<file path="src/rtl/exp_mod_pkg.sv">
// exp_mod_pkg: shared width and state encoding for the modular exponentiation sequencer
package exp_mod_pkg;
  localparam int W = 192;
  typedef enum logic [2:0] {IDLE, SCAN, SQR, MUL, CONV, FIN} exp_state_t;
endpackage

</file>
<file path="src/rtl/exp_mod_ctrl.sv">
// exp_mod_ctrl: left-to-right square-and-multiply sequencer driving an external Montgomery multiplier
module exp_mod_ctrl #(
  parameter int W     = exp_mod_pkg::W,
  parameter int IDX_W = $clog2(W)
) (
  input  logic         clk,
  input  logic         reset,
  input  logic         start,
  input  logic [W-1:0] base_m,
  input  logic [W-1:0] one_m,
  input  logic [W-1:0] exponent,
  output logic [W-1:0] mm_x,
  output logic [W-1:0] mm_y,
  output logic         mm_start,
  input  logic [W-1:0] mm_z,
  input  logic         mm_done,
  output logic [W-1:0] result,
  output logic         done,
  output logic         busy
);
  import exp_mod_pkg::*;
  exp_state_t state_q, state_d;
  logic [IDX_W-1:0] i_q, i_d;
  logic [W-1:0] a_q, a_d, b_q, b_d, e_q, e_d, x_q, x_d, y_q, y_d, res_q, res_d;
  logic go_q, go_d, last, bit_i;
  always_comb begin
    state_d = state_q;
    i_d     = i_q;
    a_d     = a_q;
    b_d     = b_q;
    e_d     = e_q;
    res_d   = res_q;
    last    = i_q == '0;
    bit_i   = e_q[i_q];
    case (state_q)
      IDLE: if (start) begin
        b_d     = base_m;
        e_d     = exponent;
        a_d     = one_m;
        i_d     = IDX_W'(W - 1);
        state_d = SCAN;
      end
      // look one bit ahead so the first set bit is reached without an extra scan cycle
      SCAN: if (bit_i) state_d = SQR;
        else if (last) state_d = CONV;
        else begin
          i_d     = i_q - 1'b1;
          state_d = e_q[i_d] ? SQR : SCAN;
        end
      SQR: if (mm_done) begin
        a_d = mm_z;
        if (bit_i) state_d = MUL;
        else if (last) state_d = CONV;
        else i_d = i_q - 1'b1;
      end
      MUL: if (mm_done) begin
        a_d     = mm_z;
        state_d = last ? CONV : SQR;
        i_d     = last ? i_q : i_q - 1'b1;
      end
      CONV: if (mm_done) begin
        res_d   = mm_z;
        state_d = FIN;
      end
      FIN:     state_d = IDLE;
      default: state_d = IDLE;
    endcase
    // a fresh visit to a multiply state, including SQR re-entering itself, issues one request
    go_d = (state_d == SQR || state_d == MUL || state_d == CONV) && (state_d != state_q || mm_done);
    x_d  = go_d ? a_d : x_q;
    y_d  = !go_d ? y_q : state_d == SQR ? a_d : state_d == MUL ? b_d : W'(1);
  end
  always_ff @(posedge clk) begin
    if (reset) begin
      state_q <= IDLE;
      i_q     <= '0;
      a_q     <= '0;
      b_q     <= '0;
      e_q     <= '0;
      x_q     <= '0;
      y_q     <= '0;
      res_q   <= '0;
      go_q    <= 1'b0;
    end else begin
      state_q <= state_d;
      i_q     <= i_d;
      a_q     <= a_d;
      b_q     <= b_d;
      e_q     <= e_d;
      x_q     <= x_d;
      y_q     <= y_d;
      res_q   <= res_d;
      go_q    <= go_d;
    end
  end
  assign mm_x     = x_q;
  assign mm_y     = y_q;
  assign mm_start = go_q;
  assign result   = res_q;
  assign done     = state_q == FIN;
  assign busy     = state_q != IDLE;
endmodule

</file>
<file path="config.mk">
export PLATFORM = sky130hd
export DESIGN_NAME = exp_mod_ctrl
export DESIGN_NICKNAME = d
export VERILOG_FILES = /design/src/rtl/exp_mod_pkg.sv /design/src/rtl/exp_mod_ctrl.sv
export SDC_FILE = /design/constraint.sdc
export NUM_CORES = 2
export LEC_CHECK = 0
export BUFFER_PORTS_ARGS = -buffer_cell sky130_fd_sc_hd__buf_4
export CAP_MARGIN = 5
export CELL_PAD_IN_SITES_DETAIL_PLACEMENT = 1
export CELL_PAD_IN_SITES_GLOBAL_PLACEMENT = 1
export CORE_AREA = 10 10 511 513
export CTS_BUF_LIST = sky130_fd_sc_hd__clkbuf_16
export DETAILED_ROUTE_END_ITERATION = 8
export DIE_AREA = 0 0 521 523
export PLACE_DENSITY = 0.45
export RECOVER_POWER = 100
export SYNTH_ARGS = -nofsm -noshare
export SYNTH_HDL_FRONTEND = slang
export SYNTH_SLANG_ARGS = --single-unit
</file>
<file path="constraint.sdc">
create_clock -name clk -period 9.12 [get_ports clk]
set_input_delay 0.456 -clock clk [delete_from_list [all_inputs] [get_ports clk]]
set_output_delay 0.456 -clock clk [all_outputs]
set_load 0.005 [all_outputs]
</file>
==> results.cfg <==
[finish]
postLayoutCellArea_um2 = 71600
utilization = 0.286
drive_above_1_share = 0.177
fin_nets = 7656
area_growth_syn_to_layout_pct = 45.9
layout.cells.non_filler = 10398

[placed_design]
placed_area_um2 = 62100
dpl.hpwl_um = 213000
dp_cells = 9356
port-buffer-count = 1350
gp_congestion = 0.835

[sta]
finalHoldViolCount = 0
fin_crit_sh = 0.778
min_period_ns = 7.10
final.setup.tns_ns = 0
relSlewSlack = -2.16
fmax_ghz = 0.141
drv_slew = 606
fin_worst_skew_ns = 0.0722
tightest_slew_ns = 4.73
rsz0062_at_grt = no
setup_viol = 0

[synthesis]
synth_fa_ha_area_frac = 0.000510
synth.distinct_cells = 71
synth-simple-area-share = 0.166
ys_ff_latch = 1164
synthMuxAreaShare = 0.225
synthArstFlopShare = 0
synth-xor-area-share = 0.000892
syn_area_per_cell_um2 = 9.76
synth_nets = 5805
synth_edf_count = 0
netlist_instances = 5031
synth_compound_area_frac = 0.0902
synth_top_family_by_area = multiplexers
syn_area_um2 = 49100
synthFlopType = dfxtp_1
yosysSeqAreaShare = 0.475
yosysWarnings = 0

[power_and_ir_drop]
finalPower_mw = 19.5
power_per_cell_area_nw_per_um2 = 273
irDropWorstVdd_uv = 306
leakagePower_nw = 29.1

[setup_path]
path_max_fanout = 59
cp.arrival_ns = 7.78
critPathLaunchType = flop
critPathRequiredTime_ns = 9.80
critPathKind = flop to flop
worstSetupEndpointType = flop

[global_route]
antenna_found_initial = 113
grt_pass1_wl_um = 394000
track_usage = 0.200
grt_max_degree = 178
grt_pass1_vias = 48014
grt_remaining_overflow = 0

[route]
drc = 4
routedWlPerCell_um = 27.7
dr.first_iter.drc_count = 3383
drt-total-wl_um = 288000
drt_pass1_iterations = 9
postRouteAntennaNets = 0
avgViaCountPerCell = 4.44
route.vias.total = 46204

[floorplan]
die_w_um = 521
pin_count = 1351
rows = 184
dieHeight_um = 523
die-area_um2 = 272000
core_area_um2 = 250000
start_util = 0.196

[clocking]
cts_buffers = 154
h-tree-depth = 4
cts_buffer_depth = 3
cts_sinks = 1164
clk_transition_reported_paths_ns = 0.06
cts_setup_buffers = 0
cts-root-buf = clkbuf_16
clock_latency_ns = 0.82
tritoncts = built

[status]
violations = DRC, capacitance limit, slew limit
status = finished, violations left

[min_path]
min_path_type = primary input to flop

[flow_run]
maxCapViolCount = 9
critical path, stage by stage, from the launching register on:
cell and delay, ns:
dfxtp_1 0.95, inv_1 0.22, ha_4 0.96, mux4_2 0.43, and3_1 0.20, a2111o_1 0.37
a41oi_1 0.37, a311oi_1 0.08, and4b_1 0.24, a221oi_1 0.59, nand4_1 0.41, nand2_8 0.63
clkbuf_1 1.03, mux2_2 0.43
flip-flops by register name, summed over array words and instances (netlist names), 3 cells and up:
name     count
b_q        192
state_q      3
mm_x       192
e_q        192
i_q          8
result     192
mm_y       192
a_q        192
worst paths after layout:
kind,startpoint,endpoint,slack (ns),depth (start not counted)
worst max register to register,i_q[0],mm_x[11],2.02,13
worst max-delay path,i_q[0],mm_x[11],2.02,13
worst min-delay path,one_m[0],a_q[0],0.07,3
worst min register to register,result[59],result[59],0.45,2
synthesized netlist by cell type, drive strengths merged (3+ instances only):
cell type	number	area share
nor2b	199	0.025
nand4	6	0.00089
a31oi	3	0.00038
or3	5	0.00064
and2	3	0.00038
o2111ai	5	0.00089
nand2	994	0.076
a311oi	5	0.00089
a2111o	3	0.00069
o22ai	6	0.00076
or4	3	0.00054
dfxtp	1164	0.47
nor3	8	0.00082
xnor2	3	0.00054
buf	115	0.018
a21oi	389	0.040
nand2b	194	0.025
nand3	11	0.0011
nor2	417	0.032
inv	10	0.00076
mux2	198	0.058
a222oi	192	0.039
a21boi	3	0.00046
mux2i	620	0.13
a22oi	4	0.00071
a32oi	3	0.00054
o21ai	9	0.00099
a211oi	7	0.0011
clkbuf	318	0.024
mux4	88	0.040
nor3b	3	0.00046
and3	6	0.00076
per-layer routing:
metal | vias up | global-route usage | routed length (um)
li1 | 21185 | - | -
met1 | 22949 | 0.255 | 125000
met4 | 32 | 0.0662 | 11500
met2 | 1590 | 0.327 | 132000
met3 | 448 | 0.0540 | 20000
met5 | - | 0 | 191
metrics by stage:
stage / hold slack [ns] / setup slack [ns]
after floorplan: 0.443 / 4.69
after global placement: 0.442 / 3.25
after detailed placement: 0.447 / 3.16
after CTS: 0.000519 / 3.21
after global routing: 0.0171 / 1.48
final: 0.0725 / 2.02
area by class of cell:
| class | count | area, um2 |
|---|---|---|
| multi-input combinational | 3424 | 23100 |
| fill | 29034 | 179000 |
| sequential | 1164 | 23300 |
| inverter | 10 | 37.5 |
| clock inverter | 122 | 895 |
| clock buffer | 156 | 3900 |
| timing repair buffer | 2128 | 16100 |
| tap | 3348 | 4190 |
| antenna | 46 | 115 |
cell families after synthesis:
group / after synthesis
compound gates: 649
xor+xnor: 5
fa+ha+maj: 2
buf+inv: 443
flops: 1164
mux: 906
simple gates: 1862
cell usage in the layout (no fill, tap or decap), drive strengths merged, types with 3 or more instances in the layout:
cell type       n
a2111o          3
a211oi          7
a21boi          3
a21oi         389
a222oi        192
a22oi           4
a311oi          5
a31oi           3
a32oi           3
and2            3
and3            6
buf           816
bufinv          7
clkbuf        750
clkinv         54
dfxtp        1164
diode          46
dlygate4sd3   718
inv            70
mux2          198
mux2i         620
mux4           88
nand2         994
nand2b        194
nand3          11
nand4           6
nor2          417
nor2b         199
nor3            8
nor3b           3
o2111ai         5
o21ai           9
o22ai           6
or3             5
or4             3
xnor2           3
power breakdown:
group	switching [mW]	internal, mW
logic	4.47	2.98
clock network	2.57	3.32
registers	0.393	5.79
what timing repair did:
item / CTS / global route
hold buffers: 718 / 0
gates resized for setup: 0 / 0
endpoints found under the setup margin: 0 / 0
hold endpoints to repair: 723 / 0
(Power assumes the default switching activity.)
